==> src/rtl/freq_meter_if.sv <==
// Measurement-side signals of freq_meter: the signal under test in, the BCD result out.
interface freq_meter_if;
  logic        sig_in;
  logic [11:0] bcd_out;
  logic        valid;
  logic        ovf;

  modport master (input sig_in, output bcd_out, valid, ovf);
  modport slave  (output sig_in, input bcd_out, valid, ovf);
endinterface

==> src/rtl/freq_meter.sv <==
// Gated frequency meter: counts rising edges of an asynchronous input over a
// GATE_LEN-cycle window into a saturating 3-digit BCD counter.
module freq_meter #(
  parameter int GATE_LEN    = 1000,
  parameter int SYNC_STAGES = 2
) (
  input  logic          in_clk,
  input  logic          reset,
  freq_meter_if.master  fm
);
  localparam logic [11:0] GATE_LAST = 12'(GATE_LEN - 1);

  logic [SYNC_STAGES-1:0] sync_q;
  logic                   hist_q;
  logic [11:0]            gate_q, gate_d;
  logic [2:0][3:0]        cnt_q, cnt_inc, cnt_d;
  logic                   sticky_q;
  logic [11:0]            bcd_q;
  logic                   ovf_q, valid_q;
  logic                   edge_det, close, at_max, carry;

  assign edge_det = sync_q[SYNC_STAGES-1] & ~hist_q;
  assign close    = (gate_q == GATE_LAST);
  assign at_max   = (cnt_q == 12'h999);
  assign gate_d   = close ? 12'd0 : gate_q + 12'd1;

  // Ripple-carry decimal increment; at 999 the count holds instead of wrapping.
  always_comb begin
    cnt_inc = cnt_q;
    carry   = 1'b1;
    for (int d = 0; d < 3; d++) begin
      if (carry) begin
        if (cnt_q[d] == 4'd9) begin
          cnt_inc[d] = 4'd0;
        end else begin
          cnt_inc[d] = cnt_q[d] + 4'd1;
          carry      = 1'b0;
        end
      end
    end
    cnt_d = at_max ? cnt_q : cnt_inc;
  end

  always_ff @(posedge in_clk or posedge reset) begin
    if (reset) begin
      sync_q   <= '0;
      hist_q   <= 1'b0;
      gate_q   <= '0;
      cnt_q    <= '0;
      sticky_q <= 1'b0;
      bcd_q    <= '0;
      ovf_q    <= 1'b0;
      valid_q  <= 1'b0;
    end else begin
      sync_q  <= {sync_q[SYNC_STAGES-2:0], fm.sig_in};
      hist_q  <= sync_q[SYNC_STAGES-1];
      gate_q  <= gate_d;
      valid_q <= close;
      if (close) begin
        // An edge landing in the closing cycle belongs to the closing window.
        bcd_q    <= edge_det ? cnt_d : cnt_q;
        ovf_q    <= sticky_q | (edge_det & at_max);
        cnt_q    <= '0;
        sticky_q <= 1'b0;
      end else if (edge_det) begin
        cnt_q    <= cnt_d;
        sticky_q <= sticky_q | at_max;
      end
    end
  end

  assign fm.bcd_out = bcd_q;
  assign fm.ovf     = ovf_q;
  assign fm.valid   = valid_q;
endmodule

==> src/flat_wrapper.sv <==
// flat-port wrapper written by rule: the top's interface ports become plain ports
module freq_meter_flat 
#(
  parameter int GATE_LEN    = 1000,
  parameter int SYNC_STAGES = 2
)
  (in_clk, reset, fm_sig_in, fm_bcd_out, fm_valid, fm_ovf);
  freq_meter_if fm_i ();
  input  logic in_clk;
  input  logic reset;
  input wire logic [$bits(fm_i.sig_in)-1:0] fm_sig_in;
  output wire logic [$bits(fm_i.bcd_out)-1:0] fm_bcd_out;
  output wire logic [$bits(fm_i.valid)-1:0] fm_valid;
  output wire logic [$bits(fm_i.ovf)-1:0] fm_ovf;
  assign fm_i.sig_in = fm_sig_in;
  assign fm_bcd_out = fm_i.bcd_out;
  assign fm_valid = fm_i.valid;
  assign fm_ovf = fm_i.ovf;
  freq_meter #(.GATE_LEN(GATE_LEN), .SYNC_STAGES(SYNC_STAGES)) u_core (.in_clk(in_clk), .reset(reset), .fm(fm_i));
endmodule
==> config.mk <==
export PLATFORM = sky130hd
export DESIGN_NAME = freq_meter_flat
export DESIGN_NICKNAME = d
export VERILOG_FILES = /design/src/rtl/freq_meter_if.sv /design/src/rtl/freq_meter.sv /design/src/flat_wrapper.sv
export SDC_FILE = /design/constraint.sdc
export NUM_CORES = 1
export LEC_CHECK = 0
export BUFFER_PORTS_ARGS = -buffer_cell sky130_fd_sc_hd__buf_2
export CAP_MARGIN = 20
export CELL_PAD_IN_SITES_DETAIL_PLACEMENT = 1
export CELL_PAD_IN_SITES_GLOBAL_PLACEMENT = 1
export CORE_MARGIN = 1.5
export CORE_UTILIZATION = 49
export DETAILED_ROUTE_END_ITERATION = 10
export HOLD_SLACK_MARGIN = 0.15
export PLACE_DENSITY_LB_ADDON = 0.3
export SLEW_MARGIN = 10
export SYNTH_ARGS = -nofsm -noshare
export SYNTH_HDL_FRONTEND = slang
export SYNTH_SLANG_ARGS = --single-unit
==> constraint.sdc <==
create_clock -name in_clk -period 4.56 [get_ports in_clk]
set_input_delay 0.228 -clock in_clk [delete_from_list [all_inputs] [get_ports in_clk]]
set_output_delay 0.228 -clock in_clk [all_outputs]
set_load 0.05 [all_outputs]
==> results of run 1 <==
[cell usage after synthesis, types with 4 or more instances]
| library cell | instances |
|---|---|
| dfrtp_1 | 42 |
| nor2_1 | 22 |
| nand2_1 | 16 |
| o21ai_2 | 8 |
| xor2_1 | 8 |
| xnor2_1 | 7 |
| inv_1 | 6 |
| nand3_1 | 6 |
| nand4_1 | 6 |
| a21oi_1 | 4 |
| nor3_1 | 4 |
[worst min path at each step]
stage	end	from	cells after the start	slack, ns
2_1_floorplan	u_core.sync_q[0]$_DFF_PP0_	fm_sig_in	0	0.26
4_1_cts	u_core.sync_q[1]$_DFF_PP0_	u_core.sync_q[0]$_DFF_PP0_	0	0.36
5_1_grt	u_core.sync_q[1]$_DFF_PP0_	u_core.sync_q[0]$_DFF_PP0_	0	0.37
3_3_place_gp	u_core.sync_q[1]$_DFF_PP0_	u_core.sync_q[0]$_DFF_PP0_	0	0.33
3_5_place_dp	u_core.sync_q[0]$_DFF_PP0_	fm_sig_in	1	0.34
6_report	u_core.sync_q[1]$_DFF_PP0_	u_core.sync_q[0]$_DFF_PP0_	0	0.36
[area by class of cell]
type | instances | area [µm²]
flip-flops and latches | 42 | 1050
clock buffers | 5 | 68.8
clock inverters | 3 | 68.8
inverters | 6 | 22.5
well taps | 48 | 60.1
multi-input cells | 118 | 772
fillers | 404 | 1500
repair buffers | 20 | 115
[worst max-delay path, cell delays in order, from the launching register on]
cell     delay (ns)
dfrtp_1        0.42
or4_4          0.57
nor4_2         0.56
buf_4          0.32
nor3_1         0.08
[per-layer routing]
| layer | global-route usage, % | wire length, µm | vias up | part of all wire, % |
|---|---|---|---|---|
| met4 | 9.57 | 74 | 0 | 2.0 |
| li1 | - | - | 638 | - |
| met1 | 25.7 | 1660 | 654 | 44 |
| met5 | 0 | 0 | - | 0 |
| met2 | 36.9 | 1930 | 18 | 51 |
| met3 | 6.42 | 121 | 8 | 3.2 |
[stage by stage]
| stage | worst slack, ns | util, % | hold WS (ns) | power (mW) |
|---|---|---|---|---|
| after floorplan | 2.76 | - | 0.259 | 0.487 |
| after global placement | 2.39 | 54.5 | 0.334 | 0.501 |
| after detailed placement | 2.25 | 54.5 | 0.338 | 0.508 |
| after CTS | 2.23 | 58.8 | 0.360 | 0.864 |
| after global routing | 2.36 | 59.0 | 0.372 | 0.896 |
| final | 2.49 | 59.0 | 0.355 | 0.861 |
[flip-flops by register name, indices dropped and copies added (netlist names)]
register / flops
u_core.cnt_q: 12
u_core.fm.bcd_out: 12
u_core.fm.ovf: 1
u_core.fm.valid: 1
u_core.gate_q: 12
u_core.hist_q: 1
u_core.sticky_q: 1
u_core.sync_q: 2
[layout by cell type (no fill, tap or decap), types with 3 or more instances in the layout]
cell type,instances
dfrtp_1,42
nor2_1,22
nand2_1,16
buf_2,16
xor2_1,8
o21ai_2,8
xnor2_1,7
nand3_1,6
inv_1,6
nand4_1,6
clkbuf_8,5
a21oi_1,4
nor3_1,4
or4_4,3
and3_1,3
o21ai_1,3
ha_1,3
[kinds of logic (layout without fill, tap and decap cells)]
logic type	after synthesis	in the layout	synth area share [%]
compound gates	24	24	9.27
xor+xnor	15	15	7.00
fa+ha+maj	3	3	2.00
buf+inv	12	34	3.47
flops	42	42	56.0
mux	3	3	1.67
simple gates	73	73	20.5
[report_power, final]
| group | internal, mW | total [mW] | switching [mW] | leakage (nW) |
|---|---|---|---|---|
| clock network | 0.219 | 0.354 | 0.135 | 0.0683 |
| registers | 0.396 | 0.430 | 0.0334 | 0.556 |
| logic | 0.0314 | 0.0770 | 0.0456 | 0.428 |
[timing repair]
| action | 4_1_cts | 5_1_grt |
|---|---|---|
| endpoints found under the hold margin | 43 | 0 |
| endpoints found under the setup margin | 0 | 0 |
| hold buffers | 2 | 0 |
==> out/metrics.csv, run 1 <==
stage,metric,value,unit
yosys,syn nets,178,
worst_setup_path,Reg-to-Reg End,u_core.cnt_q[3]$_DFF_PP0_,
yosys,"top cells by area, synth","dfrtp_1 (56%), nor2_1 (4.4%), o21ai_2 (3.7%)",
yosys,asr flop ratio synth,100,%
yosys,register bit total from synthesis,42,
global_routing,grt total ovfl,0,
timing,fmax,484,MHz
yosys,number of synthesized flops with an enable pin,0,
worst_setup_path,R2R Setup Slk,2.49,ns
clocking,Post-CTS Setup Inserts,0,
power_and_ir_drop,Worst VDD drop,256,µV
timing,unrepaired setup endpoints after global routing,false,
detailed_routing,DR vias,1318,
finish,Final Non-Filler Cells,242,
clocking,Max clock buf depth,2,
timing,worst-margin pin slew,0.726,ns
yosys,Ys Warns,0,
timing,Worst slew margin,50.9,%
timing,clock skew,0.0124,ns
placed_design,placed cell area,0.00199,mm²
clocking,worst-skew pair later-pin latency,0.31,ns
yosys,"Top FF cell, synth",dfrtp_1,
yosys,mapped cell area,0.00188,mm²
clocking,clock sinks,42,
finish,layout cells sized above 1,22.2,%
detailed_routing,Antenna Violating Nets Remaining,0,
floorplanning,core area,0.00366,mm²
worst_setup_path,critical path data arrival time,2.25,ns
yosys,number of distinct library cells after synthesis,37,
finish,Area Growth Syn to Fin,15.1,%
yosys,"Seq/Total Area, Yosys",56.0,%
detailed_routing,remaining routing DRC violations,0,
floorplanning,I/O Pins,17,
placed_design,IO Port Bufs,16,
worst_setup_path,Reg-to-Reg Start,u_core.gate_q[4]$_DFF_PP0_,
yosys,Mapped Avg Cell Area,10.9,µm²
detailed_routing,Vias/cell,5.45,
worst_setup_path,R2R cell count,4,
yosys,synthesized instance count,172,
clocking,H-tree levels,2,
timing,Final Setup Violations,0,
yosys,Yosys top cell by area,dfrtp_1,
yosys,top cell type's share of synthesized area,56.0,%
global_routing,vias in the first global route,1473,
finish,fin nets,199,
clocking,TritonCTS Buffers,5,
floorplanning,Site Rows,22,
placed_design,Placed Instances,232,
worst_setup_path,critical path class,register to register,
floorplanning,Initial Utilization,51.2,%
worst_setup_path,WP data required,4.75,ns
timing,Setup TNS,0,ns
floorplanning,die height,64.9,µm
worst_setup_path,Critical Path Fanout Max,13,
detailed_routing,total wire length,3780,µm
clocking,"CTS clk-pin slew, worst paths",0.08,ns
global_routing,largest net degree at the start of global routing,43,
timing,period utilization,45.3,%
detailed_routing,Starting DRT DRC Count,63,
worst_setup_path,crit path from,u_core.gate_q[4]$_DFF_PP0_,
global_routing,initial antenna violation count,0,
floorplanning,DIE AREA,0.00421,mm²
finish,# diodes,0,
run,Max-Cap Viols,0,
worst_setup_path,startpoint types,register,
worst_hold_path,hold crit path type,register to register,
floorplanning,die width,64.9,µm
finish,cell area after layout,0.00216,mm²
worst_setup_path,CP endpoint kind,register,
detailed_routing,Initial DRT Pass Iterations,4,
worst_setup_path,end of the critical path,u_core.cnt_q[3]$_DFF_PP0_,
timing,post-layout min period,2.07,ns
detailed_routing,DR WL/cell,15.6,µm
power_and_ir_drop,Pwr Density,399,mW/mm²
power_and_ir_drop,Leak,1.05,nW
clocking,PostCTS Resize Cnt,0,
placed_design,HPWL after detailed placement,2590,µm
clocking,CTS tree,yes,
timing,Final Hold Vio Count,0,
global_routing,first-pass GRT wire length,6830,µm
timing,"Slew Viols, Final",0,
clocking,clk root buf,clkbuf_8,
outcome,status,"finished, final reports clean",
placed_design,routability congestion estimate,0.777,
global_routing,All-Layer GR Usage,21.8,%
No activity file was read; power rests on OpenSTA's default activity.
==> inputs of run 2 (changes only) <==
CORE_UTILIZATION = 46   (was 49)
clock period = 2.05 ns   (was 4.56 ns; I/O delays follow)
==> out/metrics.csv, run 2 (synthesis gave the netlist of run 1 again) <==
stage,metric,value,unit
outcome,status,"finished, final reports clean",
clocking,"CTS clk-pin slew, worst paths",0.07,ns
timing,Worst Slack Setup Final,0.111,ns
detailed_routing,total wire length,3860,µm
detailed_routing,DR WL met2,2060,µm
global_routing,vias in the first global route,1427,
floorplanning,die height,66.9,µm
placed_design,IO Port Bufs,16,
floorplanning,DIE AREA,0.00447,mm²
finish,fin nets,202,
power_and_ir_drop,Pwr Density,783,mW/mm²
timing,period utilization,94.6,%
timing,Final Hold Vio Count,0,
detailed_routing,DR WL/cell,15.6,µm
worst_setup_path,WP data required,2.25,ns
timing,Final Setup Violations,0,
detailed_routing,Initial DRT Pass Iterations,3,
clocking,Max clock buf depth,2,
clocking,TritonCTS Buffers,5,
timing,"Slew Viols, Final",0,
clocking,worst-skew pair later-pin latency,0.29,ns
worst_setup_path,critical path data arrival time,2.14,ns
clocking,H-tree levels,2,
timing,Hold WS,0.375,ns
finish,"commonest cells after routing, fill and taps aside","dfrtp_1 (42), nor2_1 (22), nand2_1 (16), buf_2 (16)",
global_routing,All-Layer GR Usage,20.4,%
timing,fmax,516,MHz
placed_design,placed cell area,0.00202,mm²
finish,layout cells sized above 1,22.3,%
timing,clock skew,0.00535,ns
finish,Area Growth Syn to Fin,13.6,%
global_routing,initial antenna violation count,0,
worst_setup_path,startpoint types,register,
worst_hold_path,WHS Path Cells,0,
timing,worst-margin pin slew,0.507,ns
worst_setup_path,CP endpoint kind,register,
timing,unrepaired setup endpoints after global routing,false,
worst_hold_path,hold crit path type,register to register,
global_routing,grt total ovfl,0,
power_and_ir_drop,Leak,1.05,nW
worst_setup_path,R2R cell count,3,
floorplanning,Site Rows,23,
global_routing,first-pass GRT wire length,6730,µm
detailed_routing,Vias/cell,5.46,
placed_design,HPWL after detailed placement,2800,µm
worst_setup_path,Critical Path Fanout Max,22,
detailed_routing,DR top layer,met4,
placed_design,routability congestion estimate,0.813,
finish,cell area after layout,0.00213,mm²
clocking,Post-CTS Setup Inserts,0,
detailed_routing,routed wl met3,94,µm
timing,Worst slew margin,66.2,%
detailed_routing,M1 WL,1660,µm
global_routing,largest net degree at the start of global routing,43,
detailed_routing,Starting DRT DRC Count,48,
floorplanning,Initial Utilization,47.2,%
worst_setup_path,critical path class,register to register,
detailed_routing,remaining routing DRC violations,0,
floorplanning,core area,0.00397,mm²
detailed_routing,DR vias,1348,
power_and_ir_drop,Worst VDD drop,654,µV
floorplanning,die width,66.9,µm
finish,"most common cell after layout, fill and taps aside",dfrtp_1,
detailed_routing,Antenna Violating Nets Remaining,0,
finish,# diodes,0,
power_and_ir_drop,total power,1.67,mW
run,Max-Cap Viols,0,
timing,post-layout min period,1.94,ns
clocking,clock sinks,42,
placed_design,DP Worst Slack,0.110,ns
clocking,clk root buf,clkbuf_8,
clocking,CTS tree,yes,
floorplanning,I/O Pins,17,
timing,Setup TNS,0,ns
-- run 2: changes by cell type in the layout (fill, tap and decap cells not counted), sizes merged --
| cell | change |
|---|---|
| bufinv | -2 |
| buf | +3 |
| clkbuf | +2 |
-- run 2: area by class of cell --
class	count	area (µm²)
Fill cell	441	1840
Tap cell	50	62.6
Clock inverter	1	5.00
Timing Repair Buffer	23	138
Multi-Input combinational cell	118	766
Inverter	6	22.5
Sequential cell	42	1050
Clock buffer	7	86.3
-- run 2: where the power goes --
group | total, mW | switching [mW] | internal (mW)
Sequential | 0.955 | 0.0728 | 0.882
Combinational | 0.176 | 0.104 | 0.0720
Clock | 0.536 | 0.265 | 0.272
-- run 2: routing by layer --
| layer | GRT usage (%) | vias to the layer above |
|---|---|---|
| li1 | - | 642 |
| met1 | 25.0 | 691 |
| met2 | 36.3 | 11 |
| met3 | 5.07 | 4 |
| met4 | 4.59 | 0 |
| met5 | 0 | - |
-- run 2: path summary, 6_finish.rpt --
kind,startpoint,end,slack (ns)
max,u_core.gate_q[4]$_DFF_PP0_,u_core.fm.bcd_out[3]$_DFFE_PP0P_,0.11
min,u_core.sync_q[0]$_DFF_PP0_,u_core.sync_q[1]$_DFF_PP0_,0.37
max reg2reg,u_core.gate_q[4]$_DFF_PP0_,u_core.fm.bcd_out[3]$_DFFE_PP0P_,0.11
min reg2reg,u_core.sync_q[0]$_DFF_PP0_,u_core.sync_q[1]$_DFF_PP0_,0.37
max in group asynchronous,reset,u_core.gate_q[0]$_DFF_PP0_,1.23
min in group asynchronous,reset,u_core.gate_q[1]$_DFF_PP0_,0.48
-- run 2: repair_timing --
item                                   CTS  global route
resized for setup                        0             0
endpoints found under the hold margin   43             0
setup endpoints to repair                0             0
hold buffers                             2             0
-- run 2: worst max-delay path: stages (launching register included) --
cell	delay, ns
dfrtp_1	0.42
or4_4	0.57
or4_4	0.60
o31ai_1	0.27
-- run 2: through the flow --
| stage | std cells | utilization (%) |
|---|---|---|
| floorplan | 172 | - |
| global placement | 237 | 50.9 |
| detailed placement | 237 | 50.9 |
| CTS | 247 | 53.7 |
| global route | 247 | 53.7 |
| finish | 247 | 53.7 |
